$ cat config.mk
export PLATFORM = sky130hd
export DESIGN_NAME = memory_bus_responder
export DESIGN_NICKNAME = d
export VERILOG_FILES = /design/src/rtl/memory_bus_responder.sv
export SDC_FILE = /design/constraint.sdc
export NUM_CORES = 1
export LEC_CHECK = 0
export CAP_MARGIN = 10
export CORE_UTILIZATION = 40
export CTS_BUF_LIST = sky130_fd_sc_hd__clkbuf_8
export CTS_CLUSTER_SIZE = 8
export DETAILED_ROUTE_END_ITERATION = 8
export PLACE_DENSITY = 0.82
export SYNTH_ARGS = -nofsm -noshare
export SYNTH_HDL_FRONTEND = slang
export SYNTH_SLANG_ARGS = --single-unit
$ cat constraint.sdc
create_clock -name clk -period 2.66 [get_ports clk]
set_input_delay 0.532 -clock clk [delete_from_list [all_inputs] [get_ports clk]]
set_output_delay 0.532 -clock clk [all_outputs]
set_load 0.01 [all_outputs]
$ cat src/rtl/memory_bus_responder.sv
// memory_bus_responder: target-side bus responder decoding ADDR into RAM/IO regions
// Ports:
//   clk, reset                   rising-edge clock, asynchronous active-high reset
//   addr, din, rd, wr            request from the core, held until ready
//   dout, ready, bus_err         read data, one-cycle completion pulse, error flag (valid with ready)
//   ram_ce, ram_we, ram_addr,
//   ram_din, ram_dout            RAM strobes, latched address/write data, RAM read data
//   io_req, io_we, io_addr,
//   io_wdata, io_rdata, io_ack   IO request/acknowledge handshake
module memory_bus_responder #(
   parameter int          RAM_WAIT   = 1,
   parameter logic [15:0] IO_BASE    = 16'hF000,
   parameter int          IO_TIMEOUT = 15
) (
   input  logic        clk,
   input  logic        reset,
   input  logic [15:0] addr,
   input  logic [15:0] din,
   input  logic        rd,
   input  logic        wr,
   output logic [15:0] dout,
   output logic        ready,
   output logic        bus_err,
   output logic        ram_ce,
   output logic        ram_we,
   output logic [15:0] ram_addr,
   output logic [15:0] ram_din,
   input  logic [15:0] ram_dout,
   output logic        io_req,
   output logic        io_we,
   output logic [7:0]  io_addr,
   output logic [15:0] io_wdata,
   input  logic [15:0] io_rdata,
   input  logic        io_ack
);
   typedef enum logic [1:0] {IDLE, RAM, IO, DONE} state_t;
   state_t     state;
   // RAM counts down from RAM_WAIT; IO counts up towards IO_TIMEOUT
   logic [7:0] cnt;
   always_ff @(posedge clk or posedge reset) begin
      if (reset) begin
         state    <= IDLE;
         cnt      <= '0;
         dout     <= '0;
         ready    <= 1'b0;
         bus_err  <= 1'b0;
         ram_ce   <= 1'b0;
         ram_we   <= 1'b0;
         ram_addr <= '0;
         ram_din  <= '0;
         io_req   <= 1'b0;
         io_we    <= 1'b0;
         io_addr  <= '0;
         io_wdata <= '0;
      end else begin
         case (state)
            IDLE: begin
               if (rd && wr) begin
                  ready   <= 1'b1;
                  bus_err <= 1'b1;
                  state   <= DONE;
               end else if (rd || wr) begin
                  ram_addr <= addr;
                  ram_din  <= din;
                  io_addr  <= addr[7:0];
                  io_wdata <= din;
                  if (addr >= IO_BASE) begin
                     state  <= IO;
                     io_req <= 1'b1;
                     io_we  <= wr;
                     cnt    <= '0;
                  end else begin
                     state  <= RAM;
                     ram_ce <= 1'b1;
                     ram_we <= wr;
                     cnt    <= 8'(RAM_WAIT);
                  end
               end
            end
            RAM: begin
               if (cnt == 8'd0) begin
                  if (!ram_we) dout <= ram_dout;
                  ram_ce <= 1'b0;
                  ram_we <= 1'b0;
                  ready  <= 1'b1;
                  state  <= DONE;
               end else begin
                  cnt <= cnt - 8'd1;
               end
            end
            IO: begin
               // ack is checked first so an ack on the timeout cycle still succeeds
               if (io_ack) begin
                  if (!io_we) dout <= io_rdata;
                  io_req <= 1'b0;
                  io_we  <= 1'b0;
                  ready  <= 1'b1;
                  state  <= DONE;
               end else if (cnt == 8'(IO_TIMEOUT)) begin
                  if (!io_we) dout <= 16'hFFFF;
                  io_req  <= 1'b0;
                  io_we   <= 1'b0;
                  ready   <= 1'b1;
                  bus_err <= 1'b1;
                  state   <= DONE;
               end else begin
                  cnt <= cnt + 8'd1;
               end
            end
            DONE: begin
               ready   <= 1'b0;
               bus_err <= 1'b0;
               state   <= IDLE;
            end
            default: state <= IDLE;
         endcase
      end
   end
endmodule
==> summary.md <==
| Metric | Value |
|---|---|
| Hold Buf Count CTS | 0 |
| Clk buf depth | 2 |
| Max Cap Viol | 0 |
| Worst path slowest cell | dfrtp_1 |
| Clock Latency Late Sink | 350 ps |
| CP Max Fanout | 10 |
| Primary FF master, synth | dfrtp_1 |
| Area leader, netlist | dfrtp_1 |
| Post-Place Cells | 543 |
| Largest net degree at the start of global routing | 33 |
| Type of origin of the critical path | flip-flop |
| Final setup fails | 0 |
| PwrDens | 1300 nW/µm² |
| DR WL/cell | 15.4 µm |
| Post-detailed-placement half-perimeter wirelength | 6570 µm |
| Die Footprint | 9200 µm² |
| Mux contribution to synthesized area | 0.164 |
| Worst Path Arrival | between 2000 and 3000 ps |
| GRT Util Overall | 0.193 |
| Mapped Area | 3530 µm² |
| Final Max Tran Viols | 0 |
| CTS H-Tree Depth | 3 |
| XOR/XNOR Fraction of Synth Area | 0.00248 |
| IO Port Bufs | 146 |
| Detailed-route DRC error count | 0 |
| Final WS setup | 152 ps |
| Switching part of the total | 0.381 |
| Worst path max stage delay | around 420 ps |
| CTS tree | done |
| Dpl ws | between 150 and 200 ps |
| Worst hold path type | reg -> reg |
| Core Footprint | 8380 µm² |
| DR iter-0 viols | between 100 and 150 |
| Fin crit share | 0.943 |
| First-pass GRT wire length | 13,400 µm |
| Die Height | about 96 µm |
| Fin crit period | 2510 ps |
| Slew @ Worst Pin | 581 ps |
| CTS root buffer | clkbuf_8 |
| Die width | around 96 µm |
| Switching power | between 2 and 3 mW |
| Syn avg cell area | 11.1 µm² |
| Combinational share of power | 0.602 |
| Post-CTS Setup Repair Bufs | 0 |
| Synth Warn # | 0 |
| Max VDD drop | between 0.0005 and 0.0006 V |
| Clock power frac | 0.125 |
| Total CTS buffers | 9 |
| Layout cell share with drive strength beyond 1 | 0.0991 |
| Crit end category | flip-flop |
| Count of different cell masters after synthesis | 61 |
| Status | finished clean |
| Initial Utilization | 0.421 |
| Post_cts resized | 0 |
| P_int | 4.18 mW |
| FILL cells | 654 |
| Complex-gate fraction of the synthesized area | 0.139 |
| Clock Skew | about 17 ps |
| Data required time at the worst endpoint | a little under 3000 ps |
| Synth area leaders | dfrtp_1, mux2_1, buf_4, mux2i_1, mux2_2 |
| Final Non-Filler Cells | 559 |
| ANT cells | 0 |
| DR pass1 iterations | 4 |
| Synth Area in Simple Gates | 0.0819 |
| Flop pwr share | 0.273 |
| Initial antenna violation count | 0 |
| FFs w/ async S/R, synth | 1.00 |
| Row cnt | 33 |
| Most common cell after layout, fill and taps aside | clkdlybuf4s50_1 |
| Synthesized netlist cell count | 319 |
| Combinational family with the most area after synthesis | multiplexers |
| Number of synthesized flops with an enable pin | 0 |
| Vias per cell | 5.19 |
| Via count | roughly 2,900 |
| Nets@finish | about 530 |
| #FFs+latches synth | 64 |
| Vias in the first global route | 2,773 |
| Area grow syn2layout | 46.7% |
| Setup TNS | 0 ps |
| Detail Route Antenna Nets | 0 |
| CP cell instances | inv_1, ha_1, inv_1, ha_1, and4b_1, a311oi_1, o311ai_0, mux2_1 |
| Final WL | 8580 µm |
| Clock sink count | 64 |
| Mapped Nets | 402 |
| Ports | roughly 150 |
| Commonest cells after routing, fill and taps aside | clkdlybuf4s50_1, dfrtp_1, inv_1 |
| Seq/Total Area, Yosys | 0.454 |
| Fmax | ~400 MHz |
| Area share of the largest cell type after synthesis | 0.454 |
| Post-synthesis adder-cell area fraction | 0.0518 |
| Clock Pin Slew Worst Setup and Hold Paths | 90 ps |
| Final Hold Viols | 0 |
| P_leak | 2.30 nW |
| Worst relative slew slack | 0.609 |
| RSZ-0062 raised after global routing | false |
| Total grt overflow | 0 |
| Worst Setup Path Type | reg -> reg |
| GPL Wtd Cong | 0.809 |
==> state kept, by name (all words and copies together), names as in the netlist <==
register  count
bus_err       1
cnt           8
dout         16
io_req        1
io_wdata     16
io_we         1
ram_addr     16
ram_ce        1
ram_we        1
ready         1
state         2
==> final timing paths <==
kind                              from           to  slack [ps]  depth (start not counted)
setup / recovery              state[0]       cnt[5]         150                          8
hold / removal             ram_addr[9]  ram_addr[9]         490                          1
setup reg to reg              state[0]       cnt[5]         150                          8
hold reg to reg            ram_addr[9]  ram_addr[9]         490                          1
max in group asynchronous        reset      dout[4]        1530                          3
min in group asynchronous        reset  io_wdata[2]         540                          2
==> worst max-delay path, delay by kind of cell, from the launching register on <==
family,cells,cell delay [ps]
fa+ha+maj,2,610
compound gates,2,420
flops,1,420
simple gates,1,240
buf+inv,2,380
mux,1,310
==> routing by layer <==
metal	share of wire	routed length, µm	global-route usage	vias to the layer above
met3	0.070	603	0.0442	14
met5	0	0	0	-
li1	-	-	-	1393
met4	0.016	134	0.0622	0
met2	0.50	4320	0.345	112
met1	0.41	3520	0.229	1384
==> per-stage QoR <==
stage                     cell area (µm²)  utilization  hold slack (ps)  power (mW)
final                                5170        0.617              493        6.75
after global placement               4980        0.594              477        5.80
after floorplan                      3530            -              502        4.39
after detailed placement             4980        0.594              481        5.93
after CTS                            5170        0.617              499        6.80
after global routing                 5170        0.617              508        7.25
==> cell usage after synthesis (all sizes together), types with 3 or more instances <==
cell type,count
a31oi,3
mux2i,17
clkbuf,8
o21a,3
nor2,10
inv,28
buf,31
o22ai,16
a21oi,4
o21ai,12
dfrtp,64
mux2,36
a211oi,4
ha,13
nor2b,7
nand2,11
o31ai,4
==> kinds of logic (layout without fill, tap and decap cells) <==
| logic type | after synthesis | after routing |
|---|---|---|
| AOI/OAI and AO/OA | 70 | 70 |
| xor gates and xnor gates | 1 | 1 |
| adders and majority gates | 14 | 14 |
| buffers and inverters | 67 | 202 |
| DFF | 64 | 64 |
| muxes | 53 | 53 |
| and+or+nand+nor | 50 | 50 |
==> final cells by class <==
type,instances,area (µm²),area share
clock buffers,9,124,0.0239
clock inverters,7,72.6,0.0140
inverters,28,105,0.0203
multi-input cells,188,1550,0.300
flip-flops and latches,64,1600,0.309
well taps,105,131,0.0254
repair buffers,158,1590,0.307
==> power groups by stage <==
stage	Sequential (mW)	Combinational (mW)	Clock (mW)
2_1_floorplan	1.98	2.41	0
3_3_place_gp	1.83	3.97	0
3_5_place_dp	1.86	4.07	0
4_1_cts	1.84	4.10	0.861
5_1_grt	1.91	4.45	0.896
6_report	1.84	4.06	0.843
Note: power is estimated with default switching activity, not from simulation.
